[src/rtl/uart_byte_tx.sv]
// uart_byte_tx: 8N1/8N2 UART transmitter for the angle-sensor command path.
// Latches one byte when send_en is high in IDLE and shifts it out LSB first.
// It pulses over_tx for one cycle after each completed frame.
module uart_byte_tx #(
   parameter int unsigned CLK_FREQ  = 50_000_000,
   parameter int unsigned BAUD      = 115200,
   parameter int unsigned STOP_BITS = 1
) (
   input  logic       clk,
   input  logic       rst,
   input  logic       send_en,
   input  logic [7:0] data_in,
   output logic       tx,
   output logic       busy,
   output logic       over_tx
);

   localparam int unsigned      BAUD_DIV  = CLK_FREQ / BAUD;
   localparam int unsigned      CNT_W     = $clog2(BAUD_DIV);
   localparam logic [CNT_W-1:0] BAUD_LAST = CNT_W'(BAUD_DIV - 1);

   typedef enum logic [1:0] {IDLE, START, DATA, STOP} state_t;

   state_t           r_state, w_state_nxt;
   logic [CNT_W-1:0] r_baud_cnt, w_baud_cnt_nxt;
   logic [2:0]       r_bit_cnt, w_bit_cnt_nxt;
   logic             r_stop_cnt, w_stop_cnt_nxt;
   logic [7:0]       r_shift, w_shift_nxt;
   logic             r_tx, r_busy, r_over_tx;
   logic             w_tx_nxt, w_busy_nxt, w_over_tx_nxt;
   logic             w_baud_end;
   logic             w_last_stop;

   assign w_baud_end  = (r_baud_cnt == BAUD_LAST);
   // With one stop bit every stop-bit end is the last one.
   assign w_last_stop = r_stop_cnt | (STOP_BITS == 1);

   // State and datapath registers; reset wins on any edge, including mid-frame.
   always_ff @(posedge clk) begin
      if (rst) begin
         r_state    <= IDLE;
         r_baud_cnt <= '0;
         r_bit_cnt  <= '0;
         r_stop_cnt <= 1'b0;
         r_shift    <= '0;
         r_tx       <= 1'b1;
         r_busy     <= 1'b0;
         r_over_tx  <= 1'b0;
      end else begin
         r_state    <= w_state_nxt;
         r_baud_cnt <= w_baud_cnt_nxt;
         r_bit_cnt  <= w_bit_cnt_nxt;
         r_stop_cnt <= w_stop_cnt_nxt;
         r_shift    <= w_shift_nxt;
         r_tx       <= w_tx_nxt;
         r_busy     <= w_busy_nxt;
         r_over_tx  <= w_over_tx_nxt;
      end
   end

   // Next-state and counter/shift-register update.
   always_comb begin
      w_state_nxt    = r_state;
      w_baud_cnt_nxt = r_baud_cnt;
      w_bit_cnt_nxt  = r_bit_cnt;
      w_stop_cnt_nxt = r_stop_cnt;
      w_shift_nxt    = r_shift;
      case (r_state)
         IDLE: begin
            w_baud_cnt_nxt = '0;
            // Blocking on over_tx forces one idle cycle so the sequencer's
            // next byte is on data_in before it gets latched.
            if (send_en && !r_over_tx) begin
               w_state_nxt = START;
               w_shift_nxt = data_in;
            end
         end
         START: begin
            w_baud_cnt_nxt = w_baud_end ? '0 : r_baud_cnt + CNT_W'(1);
            if (w_baud_end) begin
               w_state_nxt   = DATA;
               w_bit_cnt_nxt = '0;
            end
         end
         DATA: begin
            w_baud_cnt_nxt = w_baud_end ? '0 : r_baud_cnt + CNT_W'(1);
            if (w_baud_end) begin
               w_shift_nxt   = {1'b0, r_shift[7:1]};
               w_bit_cnt_nxt = r_bit_cnt + 3'd1;
               if (r_bit_cnt == 3'd7) begin
                  w_state_nxt    = STOP;
                  w_stop_cnt_nxt = 1'b0;
               end
            end
         end
         STOP: begin
            w_baud_cnt_nxt = w_baud_end ? '0 : r_baud_cnt + CNT_W'(1);
            if (w_baud_end) begin
               w_stop_cnt_nxt = w_last_stop ? 1'b0 : ~r_stop_cnt;
               if (w_last_stop) w_state_nxt = IDLE;
            end
         end
         default: w_state_nxt = IDLE;
      endcase
   end

   // Output values for the coming cycle, decoded from the next state so the
   // registered outputs change on the same edge as the state.
   always_comb begin
      w_tx_nxt = 1'b1;
      case (w_state_nxt)
         START:   w_tx_nxt = 1'b0;
         DATA:    w_tx_nxt = w_shift_nxt[0];
         default: w_tx_nxt = 1'b1;
      endcase
      w_busy_nxt    = (w_state_nxt != IDLE);
      w_over_tx_nxt = (r_state == STOP) && (w_state_nxt == IDLE);
   end

   assign tx      = r_tx;
   assign busy    = r_busy;
   assign over_tx = r_over_tx;

endmodule

[config.mk]
export PLATFORM = sky130hd
export DESIGN_NAME = uart_byte_tx
export DESIGN_NICKNAME = d
export VERILOG_FILES = /design/src/rtl/uart_byte_tx.sv
export SDC_FILE = /design/constraint.sdc
export NUM_CORES = 1
export LEC_CHECK = 0
export ABC_AREA = 1
export CAP_MARGIN = 20
export CELL_PAD_IN_SITES_DETAIL_PLACEMENT = 0
export CELL_PAD_IN_SITES_GLOBAL_PLACEMENT = 1
export CORE_UTILIZATION = 35
export CTS_CLUSTER_SIZE = 10
export DETAILED_ROUTE_END_ITERATION = 7
export MAX_ROUTING_LAYER = met4
export PLACE_DENSITY_LB_ADDON = 0.12
export SYNTH_ARGS = -nofsm -noshare
export SYNTH_HDL_FRONTEND = slang
export SYNTH_SLANG_ARGS = --single-unit
[constraint.sdc]
create_clock -name clk -period 1.4 [get_ports clk]
set_clock_uncertainty 0.1 [all_clocks]
set_input_delay 0.28 -clock clk [delete_from_list [all_inputs] [get_ports clk]]
set_output_delay 0.28 -clock clk [all_outputs]
set_load 0.02 [all_outputs]
==> results of run 1 <==
-- routing by layer --
| layer | track usage | part of all wire | vias up |
|---|---|---|---|
| li1 | - | - | 566 |
| met1 | 0.212 | 0.52 | 469 |
| met2 | 0.212 | 0.44 | 16 |
| met3 | 0.0262 | 0.031 | 2 |
| met4 | 0.0612 | 0.0083 | 0 |
| met5 | - | 0 | - |
-- sequential cells by signal (all words and copies together), names as in the netlist --
signal,count
r_bit_cnt,3
over_tx,1
busy,1
r_baud_cnt,9
r_shift,8
tx,1
r_state,2
-- cells by family after synthesis --
logic type | after synthesis | share of synthesized area
buffers and inverters | 19 | 0.0618
XOR/XNOR | 1 | 0.00759
flip-flops | 25 | 0.433
AO/OA/AOI/OAI | 23 | 0.106
adder cells (fa/ha/maj) | 4 | 0.0433
AND/OR/NAND/NOR | 84 | 0.348
-- layout make-up --
| cell class | count | share of cell area |
|---|---|---|
| flip-flops and latches | 25 | 0.322 |
| well taps | 44 | 0.0351 |
| inverters | 18 | 0.0431 |
| clock buffers | 4 | 0.0168 |
| multi-input cells | 113 | 0.423 |
| repair buffers | 29 | 0.160 |
-- power by group through the flow --
stage / clock (W) / combinational (W) / sequential (W)
final: 0.000320 / 0.000153 / 0.000753
after global routing: 0.000371 / 0.000169 / 0.000757
after CTS: 0.000337 / 0.000143 / 0.000751
after detailed placement: 0 / 0.000143 / 0.000767
after global placement: 0 / 0.000143 / 0.000767
after floorplan: 0 / 0.0000718 / 0.000771
-- worst min path at each step --
stage,endpoint,slack [ns],cells past startpoint
5_1_grt,r_baud_cnt[0]$_SDFF_PP0_,0.39,1
3_5_place_dp,r_bit_cnt[0]$_SDFFE_PP0P_,0.36,1
2_1_floorplan,r_shift[0]$_SDFF_PP0_,0.25,1
4_1_cts,r_baud_cnt[0]$_SDFF_PP0_,0.36,1
3_3_place_gp,r_bit_cnt[0]$_SDFFE_PP0P_,0.35,1
6_report,r_baud_cnt[0]$_SDFF_PP0_,0.36,1
-- placed cells by master, fill, tap and decap left out, types with 2 or more instances in the layout --
cell / count
inv_1: 9
nor2_1: 14
nand2_1: 43
dlygate4sd2_1: 2
nor2_2: 3
nand3_1: 4
nand2_2: 4
ha_1: 3
clkdlybuf4s50_1: 10
buf_4: 14
clkbuf_4: 3
a21oi_2: 7
nand3_2: 2
o21ai_0: 4
inv_2: 9
buf_6: 2
nor3_1: 3
nand2_4: 2
a21oi_1: 8
nor2_4: 4
dfxtp_1: 23
-- per-stage QoR --
step | power [W] | setup TNS [ns] | setup WS (ns) | instance area, sq um
floorplan | 0.000843 | 0 | 0.0230 | 1170
finish | 0.00123 | -0.518 | -0.0821 | 1570
global route | 0.00130 | -2.47 | -0.186 | 1570
detailed placement | 0.000910 | -1.29 | -0.188 | 1470
global placement | 0.000910 | -1.35 | -0.157 | 1470
CTS | 0.00123 | -0.637 | -0.0776 | 1530
-- what timing repair did --
| item | 4_1_cts | 5_1_grt |
|---|---|---|
| resized for setup | 9 | 14 |
| endpoints found under the hold margin | 0 | 0 |
| hold buffers | 0 | 0 |
| setup endpoints to repair | 21 | 24 |
| cloned | 1 | 0 |
| pin swaps | 3 | 8 |
==> metrics.md, run 1 <==
| Metric | Value |
|---|---|
| PwrDens | ~800 nW/um^2 |
| Max incr delay on CP | about 0.36 ns |
| Port buffer count | 13 |
| Worst Hold Class | reg -> reg |
| Period utilization | 1.06 |
| Vert. Die Dim | about 60 um |
| Htree depth | 1 |
| First-pass GRT wire length | 3860 um |
| Ports | 14 |
| Worst-path fanout max | 7 |
| Global-route usage over all layers | 0.151 |
| Worst reg-to-reg setup slack | -0.08 ns |
| Final setup fails | 14 |
| Via density | 4.52 |
| Post-synth net total | 171 |
| Yosys top cell area share | 0.433 |
| Pint | slightly above 0.0009 W |
| Most common cell in the synthesized netlist | nand2_1 |
| Fin util | 0.505 |
| Max cap viols | 0 |
| Worst VDD drop | 0.303 mV |
| Vias in the first global route | a little under 900 |
| Initial Util | 0.372 |
| Multi-input logic area | 663 sq um |
| Initial drt markers | 31 |
| Layout cells sized above 1 | 0.307 |
| Hold Vio Cnt, Final | 0 |
| Post-route setup slack | -0.0821 ns |
| Dpl hpwl | ~1700 um |
| Vias | between 1,000 and 1,500 |
| Crit. path cell count | 9 |
| Reg-to-Reg End | r_shift[7]$_SDFFE_PP0P_ |
| Crit end category | flop |
| Fin. max-slew vios | 0 |
| Routed WL per cell | 9.84 um |
| Async SR Flop Fraction | 0 |
| Netlist Area Pre-Place | 1150 sq um |
| Remaining DRCs | 0 |
| Synth cell types | 27 |
| Antenna-violating nets left | 0 |
| Die X-Extent | 59.4 um |
| Hold WS | 0.359 ns |
| Comb power frac | 0.125 |
| Crit path to | r_shift[7]$_SDFFE_PP0P_ |
| LEAKAGE | ~0.70 nW |
| Post-synth EDFFs | 0 |
| Crit Path Class | reg -> reg |
| Num Clock Sinks | 25 |
| Ant. Diodes | 0 |
| CP cell instances | inv_2, ha_4, nand2_4, nor2_4, nand2_4, nor2_8, nor2_4, nand2_1, a21oi_2 |
| Hold path startpoint | r_baud_cnt[0]$_SDFF_PP0_ |
| Worst-path clk slew | approximately 0.14 ns |
| Area grow syn2layout | 35.8% |
| Setup crit start | r_baud_cnt[1]$_SDFF_PP0_ |
| CP arrival | approximately 1.6 ns |
| Slowest CP cell | dfxtp_2 |
| Gr ovfl total | 0 |
| Total CTS buffers | 3 |
| Placed cell count | 228 |
| Router iterations before antenna repair | 4 |
| Top cells by area, synth | dfxtp_1, nand2_1, a21oi_1 |
| P_sw | 0.000306 W |
| CP top delay family | simple AND/OR/NAND/NOR gates |
| Fmax | 0.675 GHz |
| Final net count | 205 |
| Failing checks | negative setup slack |
| Synth Register Bits | 25 |
| FF-to-FF Start | r_baud_cnt[1]$_SDFF_PP0_ |
| Sw frac | 0.249 |
| Synth warnings | 0 |
| Required time worst endpoint | 1.56 ns |
| Post-Syn Area per Cell | roughly 7.4 sq um |
| Outcome | finished, violations left |
| Syn Inst Count | around 160 |
| Slew HR | 0.837 |
| FF-to-FF path depth | 9 |
| Post-CTS Setup Bufs | 0 |
| Core Rows | 20 |
| Die Area | 3530 sq um |
| CTS max path bufs | 2 |
| Root Driver | clkbuf_4 |
| Sequential share of the synthesized area | 0.433 |
| Core area | between 3000 and 4000 sq um |
| Reg area | 505 sq um |
| Fin cells | 233 |
| Worst setup SP type | flop |
| Clock power share | 0.261 |
| Clk Latency, worst-skew pair | 0.31 ns |
| Slew @ Worst Pin | around 0.24 ns |
| Final Critical Period | 1.48 ns |
| RSZ-0062 raised after global routing | yes |
| Initial antenna violation count | 0 |
| Post-synth top flop | dfxtp_1 |
| Largest net degree at the start of global routing | 14 |
| Post-Route WL | 2290 um |
| Commonest cells post-synth | nand2_1, dfxtp_1, nor2_1 |
| Fill cells | 329 |
| Gpl congestion | 0.733 |
| Largest area contributor in the netlist | dfxtp_1 |
| CP Buf/Inv Count | 1 |
| CTS tree | done |
| Flop pwr share | 0.614 |
(Power assumes the default switching activity.)
==> inputs of run 2 (changes only) <==
Settings changed: PLACE_DENSITY_LB_ADDON 0.12 to 0.1.
==> metrics.md, run 2 (same netlist as run 1, synthesis figures left out) <==
| Metric | Value |
|---|---|
| P_sw | 0.000313 W (+2.4%) |
| Failing checks | negative setup slack |
| Global-route usage over all layers | 0.156 (+0.00497) |
| Cts hold-fix bufs | 0 (unchanged) |
| Layout cells sized above 1 | 0.387 (+0.0797) |
| Final setup fails | 16 (+2) |
| Core area | 3100 sq um (unchanged) |
| Antenna-violating nets left | 0 (unchanged) |
| Die X-Extent | 59.4 um (unchanged) |
| Pint | 0.000927 W (+0.67%) |
| Initial antenna violation count | 0 (unchanged) |
| Period utilization | 1.06 (+0.00241) |
| Worst-path fanout max | 7 (unchanged) |
| Ant. Diodes | 0 (unchanged) |
| Area grow syn2layout | 46.4% |
| DP Worst Slack | -0.172 ns (+0.0165 ns) |
| Initial drt markers | 32 (+3.2%) |
| Largest net degree at the start of global routing | 14 (unchanged) |
| CP arrival | 1.64 ns (about the same) |
| Most frequent cells in the layout | nand2_1, dfxtp_1, buf_4 |
| Worst VDD drop | 0.424 mV (+40%) |
| Clk Latency, worst-skew pair | 0.32 ns (about the same) |
| Htree depth | 1 (unchanged) |
| Post-DP Area | 1470 sq um (unchanged) |
| Dpl hpwl | 1720 um (+1.8%) |
| Root Driver | clkbuf_4 |
| Comb power frac | 0.136 (+0.011) |
| CTS tree | done |
| Total CTS buffers | 3 (unchanged) |
| Post-Route WL | 2410 um (+4.9%) |
| Hold WS | 0.363 ns (+0.00345 ns) |
| PwrDens | 734 nW/um^2 (-6.2%) |
| Initial Util | 0.372 (unchanged) |
| Fin cells | 238 (+2.1%) |
| CTS max path bufs | 2 (unchanged) |
| Worst setup SP type | flop |
| Slew HR | 0.833 (-0.00395) |
| Multi-input logic area | 741 sq um (+12%) |
| Worst Hold Class | reg -> reg |
| Crit Path Class | reg -> reg |
| Fin area | 1690 sq um (+7.8%) |
| Vias in the first global route | 976 (+11%) |
| Fill cells | 312 (-5.2%) |
| Die Area | 3530 sq um (unchanged) |
| Required time worst endpoint | 1.55 ns (about the same) |
| Clock power share | 0.257 (-0.004) |
| Num Clock Sinks | 25 (unchanged) |
| Remaining DRCs | 0 (unchanged) |
| Vert. Die Dim | 59.4 um (unchanged) |
| LEAKAGE | 0.748 nW (+7.3%) |
| Via density | 4.51 (-0.15%) |
| Slew @ Worst Pin | 0.250 ns (+0.00559 ns) |
| Fin. max-slew vios | 0 (unchanged) |
| Worst-path clk slew | 0.14 ns (about the same) |
| Most common cell after layout, fill and taps aside | nand2_1 |
| Placed cell count | 228 (unchanged) |
| Max cap viols | 0 (unchanged) |
| Core Rows | 20 (unchanged) |
| Sw frac | 0.253 (+0.00324) |
| Max reg flops | 9 (unchanged) |
| Reg area | 505 sq um (unchanged) |
| Gpl congestion | 0.758 (+3.4%) |
| Fmax | 0.673 GHz (-0.23%) |
| Port buffer count | 13 (unchanged) |
| Ports | 14 (unchanged) |
| Hold Vio Cnt, Final | 0 (unchanged) |
| RSZ-0062 raised after global routing | yes |
| Vias | 1,074 (+2.0%) |
| Top Registers | r_baud_cnt (9), r_shift (8), r_bit_cnt (3) |
| Flop pwr share | 0.607 (-0.007) |
| Routed WL per cell | 10.1 um (+2.7%) |
| Largest Register | r_baud_cnt |
| Router iterations before antenna repair | 4 (unchanged) |
| Gr ovfl total | 0 (unchanged) |
| Final Critical Period | 1.49 ns (+0.00337 ns) |
| Final net count | 210 (+2.4%) |
| First-pass GRT wire length | 4000 um (+3.6%) |
| Crit end category | flop |
| Post-route setup slack | -0.0855 ns (-0.00337 ns) |
| Outcome | finished, violations left |
[run 2: changes by cell type in the layout (fill, tap and decap cells not counted), sizes merged]
| cell | previous run | this run |
|---|---|---|
| buf | 16 | 21 |
[run 2: timing repair]
action	in CTS	in global routing
gates cloned	1	0
gates resized for setup	9	36
setup endpoints to repair	20	24
pin swaps	4	8
setup buffers	1	4
[run 2: critical path: stages (launching register included)]
cell     delay (ns)
dfxtp_2        0.36
inv_2          0.05
ha_4           0.16
nand2_4        0.07
nor2_4         0.04
nand2_4        0.14
nor2_8         0.06
nor2_4         0.22
nand2_1        0.11
a21oi_2        0.12
[run 2: stage by stage]
stage | power, W | TNS [ns] | util
3_5_place_dp | 0.000908 | -1.30 | 0.475
5_1_grt | 0.00130 | -2.40 | 0.545
2_1_floorplan | 0.000843 | 0 | -
4_1_cts | 0.00122 | -0.605 | 0.495
3_3_place_gp | 0.000908 | -1.20 | 0.475
6_report | 0.00124 | -0.573 | 0.545
[run 2: layout make-up]
class	count	share of cell area
clock buffers	4	0.0155
inverters	18	0.0400
multi-input cells	113	0.438
flip-flops and latches	25	0.299
well taps	44	0.0326
repair buffers	34	0.175
[run 2: worst paths after layout]
kind | to | depth (start not counted) | start | slack, ns
max | r_shift[7]$_SDFFE_PP0P_ | 9 | r_baud_cnt[1]$_SDFF_PP0_ | -0.09
min | r_baud_cnt[0]$_SDFF_PP0_ | 1 | r_baud_cnt[0]$_SDFF_PP0_ | 0.36
max reg2reg | r_shift[7]$_SDFFE_PP0P_ | 9 | r_baud_cnt[1]$_SDFF_PP0_ | -0.09
min reg2reg | r_baud_cnt[0]$_SDFF_PP0_ | 1 | r_baud_cnt[0]$_SDFF_PP0_ | 0.36
[run 2: per-layer routing]
| metal | up-vias | GRT usage | share of wire |
|---|---|---|---|
| met2 | 15 | 0.241 | 0.44 |
| met5 | - | - | 0 |
| li1 | 579 | - | - |
| met3 | 2 | 0.0262 | 0.026 |
| met4 | 0 | 0.0714 | 0.0062 |
| met1 | 478 | 0.198 | 0.52 |
[run 2: power groups by stage]
stage               Sequential (W)  Combinational, W  Clock [W]
global route              0.000756          0.000187   0.000361
CTS                       0.000751          0.000140   0.000330
global placement          0.000767          0.000141          0
finish                    0.000753          0.000168   0.000319
floorplan                 0.000771         0.0000718          0
detailed placement        0.000767          0.000141          0
